## config.mk

```make
export PLATFORM = sky130hd
export DESIGN_NAME = addr_cal
export DESIGN_NICKNAME = d
export VERILOG_FILES = /design/src/rtl/addr_cal.sv
export SDC_FILE = /design/constraint.sdc
export NUM_CORES = 1
export LEC_CHECK = 0
export BUFFER_PORTS_ARGS = -buffer_cell sky130_fd_sc_hd__buf_2
export CAP_MARGIN = 10
export CORE_MARGIN = 5
export CORE_UTILIZATION = 40
export CTS_CLUSTER_DIAMETER = 120
export DETAILED_ROUTE_END_ITERATION = 7
export SKIP_LAST_GASP = 1
export SYNTH_ARGS = -nofsm -noshare
export SYNTH_HDL_FRONTEND = slang
export SYNTH_SLANG_ARGS = --single-unit
```

## constraint.sdc

```tcl
create_clock -name clk -period 13.6 [get_ports clk]
set_clock_uncertainty 0.2 [all_clocks]
set_input_delay 0.68 -clock clk [delete_from_list [all_inputs] [get_ports clk]]
set_output_delay 0.68 -clock clk [all_outputs]
set_load 0.05 [all_outputs]
```

## src/rtl/addr_cal.sv

```systemverilog
// addr_cal: sprite-memory address calculator.
// For each raster position the block decides whether the pixel falls inside
// the visible sprite and, if so, which sprite-memory word holds it. Results
// are registered one cycle after the inputs are sampled.
// Optional feature macro: ADDR_CAL_HFLIP_EN (enables horizontal mirroring
// through sprite_info[30]); when undefined the hflip bit is ignored.
module addr_cal (
   input  logic        clk,
   input  logic        reset,
   input  logic [79:0] pattern_info,
   input  logic [31:0] sprite_info,
   input  logic [9:0]  hcount,
   input  logic [9:0]  vcount,
   output logic [15:0] addr_output,
   output logic        valid
);

   // Smaller of two unsigned 16-bit dimensions.
   function automatic logic [15:0] min16(input logic [15:0] a, input logic [15:0] b);
      logic [15:0] m;
      if (a < b) begin
         m = a;
      end else begin
         m = b;
      end
      return m;
   endfunction

   // Descriptor fields
   logic [15:0] base_addr_s;
   logic [15:0] native_w_s;
   logic [15:0] native_h_s;
   logic [15:0] disp_w_s;
   logic [15:0] disp_h_s;
   logic        visible_s;
   logic        hflip_s;
   logic [9:0]  pos_x_s;
   logic [9:0]  pos_y_s;
   logic [9:0]  shift_s;

   assign base_addr_s = pattern_info[79:64];
   assign native_w_s  = pattern_info[63:48];
   assign native_h_s  = pattern_info[47:32];
   assign disp_w_s    = pattern_info[31:16];
   assign disp_h_s    = pattern_info[15:0];
   assign visible_s   = sprite_info[31];
   assign hflip_s     = sprite_info[30];
   assign pos_x_s     = sprite_info[29:20];
   assign pos_y_s     = sprite_info[19:10];
   assign shift_s     = sprite_info[9:0];

   // Datapath intermediates
   logic signed [11:0] dx_s;
   logic signed [11:0] dy_s;
   logic [15:0]        eff_w_s;
   logic [15:0]        eff_h_s;
   logic [16:0]        dx_u17_s;
   logic [16:0]        dy_u17_s;
   logic               inside_s;
   logic [15:0]        col_s;
   logic [15:0]        row_off_s;
   logic [15:0]        addr_s;

   // Offsets are taken at 12 bits signed so a pixel left of or above the
   // sprite gives a negative value instead of wrapping to a large positive.
   assign dx_s = $signed({2'b00, hcount}) - $signed({2'b00, pos_x_s});
   assign dy_s = $signed({2'b00, vcount}) - $signed({2'b00, pos_y_s});

   // Inside test and address arithmetic for the current pixel.
   always_comb begin
      eff_w_s   = min16(native_w_s, disp_w_s);
      eff_h_s   = min16(native_h_s, disp_h_s);
      dx_u17_s  = {6'd0, dx_s[10:0]};
      dy_u17_s  = {6'd0, dy_s[10:0]};
      inside_s  = 1'b0;
      col_s     = 16'd0;
      row_off_s = 16'd0;
      addr_s    = 16'd0;

      // Negative offsets are rejected before the unsigned range compare;
      // a zero effective size makes the compare fail on its own.
      if (visible_s && !dx_s[11] && !dy_s[11] &&
          (dx_u17_s < {1'b0, eff_w_s}) && (dy_u17_s < {1'b0, eff_h_s})) begin
         inside_s = 1'b1;
      end else begin
         inside_s = 1'b0;
      end

`ifdef ADDR_CAL_HFLIP_EN
      if (hflip_s) begin
         col_s = native_w_s - 16'd1 - dx_u17_s[15:0];
      end else begin
         col_s = dx_u17_s[15:0];
      end
`else
      // Mirroring is not built in: the hflip bit has no effect.
      if (hflip_s || !hflip_s) begin
         col_s = dx_u17_s[15:0];
      end else begin
         col_s = dx_u17_s[15:0];
      end
`endif

      // All sums wrap modulo 2^16.
      row_off_s = 16'(dy_u17_s[15:0] * native_w_s);
      addr_s    = base_addr_s + {6'd0, shift_s} + row_off_s + col_s;
   end

   // Output register: reset wins, outside pixels give zero address.
   always_ff @(posedge clk) begin
      if (reset) begin
         valid       <= 1'b0;
         addr_output <= 16'h0000;
      end else if (inside_s) begin
         valid       <= 1'b1;
         addr_output <= addr_s;
      end else begin
         valid       <= 1'b0;
         addr_output <= 16'h0000;
      end
   end

endmodule

```

==> results of run 1 <==
cell usage after synthesis, types with 14 or more instances:
library cell / number
a21o_1: 18
a21oi_1: 22
and2_1: 42
and3_1: 14
clkbuf_1: 14
dfxtp_1: 17
fa_1: 108
ha_1: 119
inv_1: 220
mux2i_1: 22
nand2_1: 70
nand2b_1: 17
nor2_1: 31
o21ai_0: 18
xnor2_1: 21
xor2_1: 17
final cells by class:
class,instances,area share (%)
Multi-Input combinational cell,607,72.67
Tap cell,229,3.408
Timing Repair Buffer,151,9.049
Sequential cell,17,4.048
Inverter,221,9.868
Clock buffer,3,0.8930
Clock inverter,1,0.05953
sequential cells by signal, summed over array words and instances (netlist names):
signal	flops
valid	1
addr_output	16
metrics by stage:
| stage | instances | area (um^2) | hold WS (ps) | util, % | setup WS [ps] |
|---|---|---|---|---|---|
| final | 1229 | 8407 | 705.1 | 46.64 | 5900 |
| after global routing | 1229 | 8407 | 743.2 | 46.64 | 5486 |
| after CTS | 1229 | 8407 | 709.8 | 46.64 | 5853 |
| after detailed placement | 1225 | 8327 | 948.8 | 46.20 | 5625 |
| after global placement | 1225 | 8327 | 949.4 | 46.20 | 5635 |
| after floorplan | 862 | 7340 | 750.4 | - | 6391 |
logic make-up (layout without fill, tap and decap cells):
group | after synthesis | in the layout | share of synthesized area (%)
adder cells (fa/ha/maj) | 227 | 227 | 49.74
multiplexers | 23 | 23 | 3.154
XOR/XNOR | 43 | 43 | 6.052
AND/OR/NAND/NOR | 212 | 212 | 14.61
AO/OA/AOI/OAI | 102 | 102 | 9.581
flip-flops | 17 | 17 | 4.637
buffers and inverters | 238 | 376 | 12.22
metal layers:
metal	vias to the layer above	GRT usage, %	part of all wire (%)
met1	2687	23.43	46
li1	2973	-	-
met2	156	28.64	46
met3	18	2.896	7.3
met4	4	2.519	1.2
met5	-	0	0.12
worst min-delay path, delay by kind of cell:
family                   cells  cell delay (ps)
adder cells (fa/ha/maj)      2              240
AND/OR/NAND/NOR              1              110
buffers and inverters        1               80
how the worst max path moves through the flow:
stage / cells past startpoint / slack [ps] / from / end
floorplan: 28 / 6390 / vcount[0] / addr_output[15]$_SDFF_PP0_
global placement: 27 / 5630 / vcount[0] / addr_output[15]$_SDFF_PP0_
detailed placement: 27 / 5630 / vcount[0] / addr_output[15]$_SDFF_PP0_
CTS: 27 / 5850 / vcount[0] / addr_output[15]$_SDFF_PP0_
global route: 27 / 5490 / vcount[0] / addr_output[15]$_SDFF_PP0_
finish: 27 / 5900 / vcount[0] / addr_output[15]$_SDFF_PP0_
==> flow_summary_export.csv, run 1 <==
group,metric,value,unit
outcome,outcome,"complete, no violations",
yosys,synthTopCellsByArea,"fa_1, ha_1, inv_1",
grt,grt_max_degree,18,
hold_path,hp-class,"in -> reg",
placed_design,port_buffers,149,
clock_network,cts.clk_slew.worst_paths,50,ps
yosys,syn-cell-area,7340,um^2
worst_setup_path,end_kind,"flop",
yosys,yosysTopAreaCellShare,29.46,%
yosys,syn-num-nets,1223,
worst_setup_path,slowest_delay,550,ps
yosys,synth_warnings,0,
floorplanning,num_io_pins,151,
yosys,syn_area_per_cell,8.515,um^2
yosys,synth_ff_type,"dfxtp_1",
floorplanning,die_area,21160,um^2
worst_setup_path,path_buf_inv,4,
sta,rsz0062_at_grt,"no",
layout,fillerInstances,1830,
drt,ant_nets,0,
layout,antenna_cells,0,
worst_setup_path,critPathArrivalTime,7640,ps
drt,vias,5838,
worst_setup_path,start_kind,"input pin",
hold_path,hold_end,"addr_output[0]$_SDFF_PP0_",
drt,routed_via_density,4.750,
layout,final_common_cell,"inv_1",
clock_network,htree_levels,1,
clock_network,cts.path.max_buffers,2,
layout,multiInputGateArea,6110,um^2
floorplanning,die_x,145.5,um
clock_network,cts_resized,0,
clock_network,cts_tree,"yes",
yosys,postSynth.asyncResetShare,0,%
grt,grt_pass1_wl,30.19,mm
worst_setup_path,cp_max_fo,8,
layout,area_growth,14.54,%
sta,finalSetupTns,0,ps
yosys,synth_seq_cells,17,
layout,drive_gt1_share,16.70,%
grt,antenna_found_initial,2,
floorplanning,initial_core_util,40.72,%
sta,finalCritPeriodShare,56.62,%
clock_network,cts_setup_buffers,0,
yosys,yosysUniqueCellTypes,56,
placed_design,gp_congestion,0.8527,
clock_network,numCtsBuffers,3,
hold_path,min_from,"sprite_info[0]",
worst_setup_path,cp_slowest_cell,"fa_1",
worst_setup_path,crit_type,"in -> reg",
yosys,synth_edf_count,0,
flow_run,maxCapViolCount,0,
grt,grt_pass1_vias,6183,
worst_setup_path,cp_common_cell,"fa_1",
drt,wirelength,17.76,mm
yosys,synth_area_leader_cell,"fa_1",
placed_design,dp_hpwl,15.61,mm
sta,slew_viol_final,0,
drt,route.detailed.drc,0,
floorplanning,chipHeight,145.5,um
grt,grtUsageTotal,16.97,%
clock_network,cts_hold_buf,0,
worst_setup_path,critPathTopFamily,"adder cells",
hold_path,whs_path_depth,4,
sta,hold_violations,0,
layout,ff_latch_area,340.3,um^2
sta,setup_viol,0,
clock_network,clock-sinks,17,
yosys,seq_area_frac_synth,4.637,%
sta,relSlewSlack,37.84,%
floorplanning,design.core.area,18020,um^2
clock_network,cts-root-buf,"clkbuf_16",
layout,mostFrequentLayoutCells,"inv_1, buf_2, ha_1",
sta,period_needed,7700,ps
worst_setup_path,required,13540,ps
drt,drt_pass1_iterations,4,
floorplanning,num_rows,49,
drt,wl_per_cell,14.45,um
layout,final_net_count,1362,
sta,timing.fmax,129.9,MHz
grt,overflow,0,
sta,tightest_slew,931.6,ps
drt,drt-initial-drc-count,154,
yosys,syn_inst,862,
Power of run 1 is left out: the tool's default activity adds up to more than one toggle a clock period on the data nets, which glitch-free logic cannot reach.
==> run 2: changes to the inputs <==
clock period = 7.25 ns   (was 13.6 ns; I/O delays follow)
==> run 2 against run 1 <==
Net effect:
- via count rose by 3.0%
- sequential share of layout area is 0.11 points lower
- cell count is 2.0% higher
- global-route usage rose by 0.26 points
- utilization grew 1.3 points
- clock-buffer cell count up 1
- die area is the same
==> flow_summary_export.csv, run 2 (same netlist as run 1, synthesis figures left out) <==
group,metric,value,unit
outcome,outcome,"complete, no violations",
grt,grt_max_degree,18,
clock_network,numCtsBuffers,3,
sta,slew_viol_final,0,
worst_setup_path,start_kind,"input pin",
layout,final_common_cell,"inv_1",
worst_setup_path,critPathArrivalTime,6840,ps
worst_setup_path,required,7190,ps
layout,regMostFlops,"addr_output",
layout,antenna_cells,0,
drt,route.detailed.drc,0,
clock_network,cts.path.max_buffers,2,
hold_path,whs_path_depth,4,
drt,wirelength,18.14,mm
worst_setup_path,end_kind,"flop",
worst_setup_path,cp_slowest_cell,"fa_1",
sta,finalCritPeriodShare,95.24,%
floorplanning,design.core.area,18020,um^2
layout,mostFrequentLayoutCells,"inv_1, buf_2, ha_1",
sta,relSlewSlack,53.99,%
layout,drive_gt1_share,18.93,%
grt,overflow,0,
grt,antenna_found_initial,2,
sta,timing.fmax,144.8,MHz
drt,drt_pass1_iterations,4,
placed_design,gp_congestion,0.8296,
floorplanning,die_x,145.5,um
hold_path,min_from,"sprite_info[0]",
layout,largest_reg_flops,16,
drt,wl_per_cell,14.47,um
clock_network,cts_setup_buffers,0,
sta,tightest_slew,690.0,ps
hold_path,hold_end,"addr_output[0]$_SDFF_PP0_",
worst_setup_path,cp_max_fo,5,
sta,setup_viol,0,
floorplanning,num_rows,49,
sta,rsz0062_at_grt,"no",
clock_network,cts.clk_slew.worst_paths,50,ps
sta,hold_violations,0,
layout,final_net_count,1387,
worst_setup_path,slowest_delay,490,ps
floorplanning,initial_core_util,40.72,%
drt,drt-initial-drc-count,215,
drt,routed_via_density,4.795,
sta,hold_slack,400.3,ps
grt,grtUsageTotal,17.23,%
drt,vias,6013,
clock_network,clock-sinks,17,
grt,grt_pass1_vias,6296,
worst_setup_path,crit_type,"in -> reg",
floorplanning,num_io_pins,151,
placed_design,port_buffers,149,
placed_design,dp_hpwl,16.25,mm
clock_network,cts_tree,"yes",
sta,period_needed,6905,ps
flow_run,maxCapViolCount,0,
layout,top_regs,"addr_output (16), valid (1)",
floorplanning,chipHeight,145.5,um
drt,ant_nets,0,
grt,grt_pass1_wl,30.42,mm
clock_network,cts-root-buf,"clkbuf_16",
layout,area_growth,17.83,%
floorplanning,die_area,21160,um^2
hold_path,hp-class,"in -> reg",
clock_network,htree_levels,1,
[run 2: cell count changes in the layout (fill, tap and decap cells not counted), moves of 2 or more]
| cell | before | now |
|---|---|---|
| nand3_1 | 6 | 4 |
| nand3_2 | 0 | 2 |
| buf_4 | 2 | 24 |
| buf_12 | 0 | 3 |
[run 2: final cells by class]
class                           count  area, um^2
Clock buffer                        4       78.83
Timing Repair Buffer              176       985.9
Inverter                          221       829.5
Fill cell                        1839        9376
Sequential cell                    17       340.3
Multi-Input combinational cell    607        6127
Tap cell                          229       286.5
[run 2: worst max-delay path by stage]
| stage | start | endpoint | slack, ps | depth (start not counted) |
|---|---|---|---|---|
| 2_1_floorplan | vcount[0] | addr_output[15]$_SDFF_PP0_ | 360 | 28 |
| 3_3_place_gp | vcount[0] | addr_output[15]$_SDFF_PP0_ | 20 | 27 |
| 3_5_place_dp | vcount[0] | addr_output[15]$_SDFF_PP0_ | -80 | 27 |
| 4_1_cts | vcount[0] | addr_output[15]$_SDFF_PP0_ | 150 | 27 |
| 5_1_grt | vcount[0] | addr_output[15]$_SDFF_PP0_ | 20 | 30 |
| 6_report | vcount[0] | addr_output[15]$_SDFF_PP0_ | 340 | 30 |
[run 2: what timing repair did]
| item | CTS | global route |
|---|---|---|
| setup endpoints to repair | 0 | 1 |
| hold buffers | 0 | 0 |
| endpoints found under the hold margin | 0 | 0 |
| resized for setup | 0 | 6 |
[run 2: stage by stage]
stage / cells / setup TNS [ps] / setup WS, ps / util [%] / area [um^2]
after floorplan: 862 / 0 / 358.9 / - / 7340
after global placement: 1250 / 0 / 15.77 / 47.40 / 8544
after detailed placement: 1250 / -82.17 / -82.17 / 47.40 / 8544
after CTS: 1254 / 0 / 152.8 / 47.84 / 8623
after global routing: 1254 / 0 / 22.42 / 47.98 / 8648
final: 1254 / 0 / 344.9 / 47.98 / 8648
[run 2: critical path: cells and delay by family]
family,cells,cell delay [ps]
adder cells (fa/ha/maj),9,3450
AO/OA/AOI/OAI,7,1420
XOR/XNOR,1,190
AND/OR/NAND/NOR,5,880
buffers and inverters,8,530
[run 2: metal layers]
metal  GRT usage (%)  share of wire [%]  routed length [um]
met5               0               0.15                  27
met4           2.285               0.83                 150
met3           2.367                6.3                1134
met1           24.06                 46                8357
met2           29.29                 47                8474
Power of run 2 is left out for the same reason.
==> run 3: changes to the inputs <==
clock period = 8.73 ns   (was 7.25 ns; I/O delays follow)
==> run 3 against run 2 <==
Net effect:
- critical path depth shrank 3
- sequential share of layout area grew 0.11 points
- die area is the same
- worst setup slack gained 890 ps
- cell count shrank 1.8%
- global-route usage shrank 0.28 points
- sequential cell count is the same
- critical path type unchanged
- via count shrank 3.1%
- hold slack gained 74 ps
- clock-buffer cell count is the same
- wire length shrank 1.8%
- utilization shrank 1.3 points
==> flow_summary_export.csv, run 3 (same netlist as run 1, synthesis figures left out) <==
group,metric,value,unit
grt,use_met2,28.97,%
grt,grt.met1_usage,23.78,%
placed_design,dp_hpwl,15.65,mm
clock_network,cts_hold_buf,0,
placed_design,port_buffers,149,
layout,multiInputGateArea,6102,um^2
layout,largest_reg_flops,16,
worst_setup_path,critPathArrivalTime,7430,ps
sta,timing.fmax,133.4,MHz
grt,grt_pass1_vias,6104,
layout,drive_gt1_share,16.75,%
clock_network,numCtsBuffers,3,
clock_network,cts_resized,0,
grt,grt_pass1_wl,30.06,mm
worst_setup_path,cp_max_fo,10,
worst_setup_path,start_kind,"input pin",
layout,antenna_cells,0,
drt,drt_pass1_iterations,4,
sta,tightest_slew,900.9,ps
grt,busiest_layer,"met2",
sta,rsz0062_at_grt,"no",
outcome,outcome,"complete, no violations",
placed_design,pre_cts_ws,997.2,ps
drt,route.detailed.drc,0,
clock_network,clock-sinks,17,
sta,finalSetupTns,0,ps
sta,relSlewSlack,39.73,%
drt,vias,5828,
floorplanning,chipHeight,145.5,um
floorplanning,num_rows,49,
drt,ant_nets,0,
floorplanning,design.core.area,18020,um^2
floorplanning,initial_core_util,40.72,%
worst_setup_path,required,8670,ps
layout,final_common_cell,"inv_1",
drt,wirelength,17.81,mm
layout,area_growth,14.73,%
floorplanning,die_area,21160,um^2
sta,setup_slack,1232,ps
layout,mostFrequentLayoutCells,"inv_1, buf_2, ha_1",
layout,ff_latch_area,340.3,um^2
sta,slew_viol_final,0,
clock_network,htree_levels,1,
sta,setup_viol,0,
flow_run,maxCapViolCount,0,
hold_path,hp-class,"in -> reg",
drt,routed_via_density,4.731,
clock_network,cts_tree,"yes",
grt,antenna_found_initial,2,
floorplanning,die_x,145.5,um
worst_setup_path,crit_type,"in -> reg",
clock_network,cts-root-buf,"clkbuf_16",
sta,hold_violations,0,
clock_network,cts.clk_slew.worst_paths,50,ps
clock_network,cts_setup_buffers,0,
drt,wl_per_cell,14.46,um
clock_network,cts.path.max_buffers,2,
worst_setup_path,end_kind,"flop",
sta,finalCritPeriodShare,85.89,%
drt,drt-initial-drc-count,197,
layout,final_net_count,1365,
floorplanning,num_io_pins,151,
layout,regMostFlops,"addr_output",
grt,grt_max_degree,18,
sta,period_needed,7498,ps
grt,overflow,0,
grt,grtUsageTotal,16.95,%
placed_design,gp_congestion,0.8428,
grt,grt_util_met3,2.398,%
layout,top_regs,"addr_output (16), valid (1)",
layout,fillerInstances,1856,
==> run 3: critical path, stage by stage <==
cell,delay [ps]
buf_2,90
inv_1,40
ha_1,150
inv_1,60
fa_1,400
a211oi_1,330
nor2_1,100
xor2_1,710
buf_4,270
and2_1,160
fa_1,410
fa_1,510
inv_1,50
fa_1,460
fa_1,540
inv_1,50
fa_1,530
ha_1,180
xor2_1,180
xnor2_1,150
xnor2_1,160
xnor2_1,170
xnor3_1,250
xnor3_1,270
xnor3_1,400
xor2_1,180
and2_1,160
==> run 3: layer usage <==
layer | part of all wire [%] | routed length, um
met1 | 46 | 8253
met2 | 46 | 8256
met5 | 0.15 | 26
met3 | 6.7 | 1191
met4 | 0.47 | 84
==> run 3: final timing paths <==
kind | to | depth (start not counted) | startpoint
max | addr_output[15]$_SDFF_PP0_ | 27 | vcount[0]
min | addr_output[0]$_SDFF_PP0_ | 4 | sprite_info[0]
==> run 3: area by class of cell <==
| cell class | instances | share of cell area (%) |
|---|---|---|
| clock buffers | 4 | 0.9361 |
| inverters | 221 | 9.851 |
| multi-input cells | 607 | 72.47 |
| flip-flops and latches | 17 | 4.042 |
| well taps | 229 | 3.403 |
| repair buffers | 154 | 9.302 |
==> run 3: metrics by stage <==
step / util, % / instances / instance area [um^2] / hold WS [ps]
2_1_floorplan: - / 862 / 7340 / 506.9
3_3_place_gp: 46.28 / 1228 / 8342 / 705.9
3_5_place_dp: 46.28 / 1228 / 8342 / 705.9
4_1_cts: 46.72 / 1232 / 8421 / 465.9
5_1_grt: 46.72 / 1232 / 8421 / 489.1
6_report: 46.72 / 1232 / 8421 / 474.1
Power of run 3 is left out for the same reason.
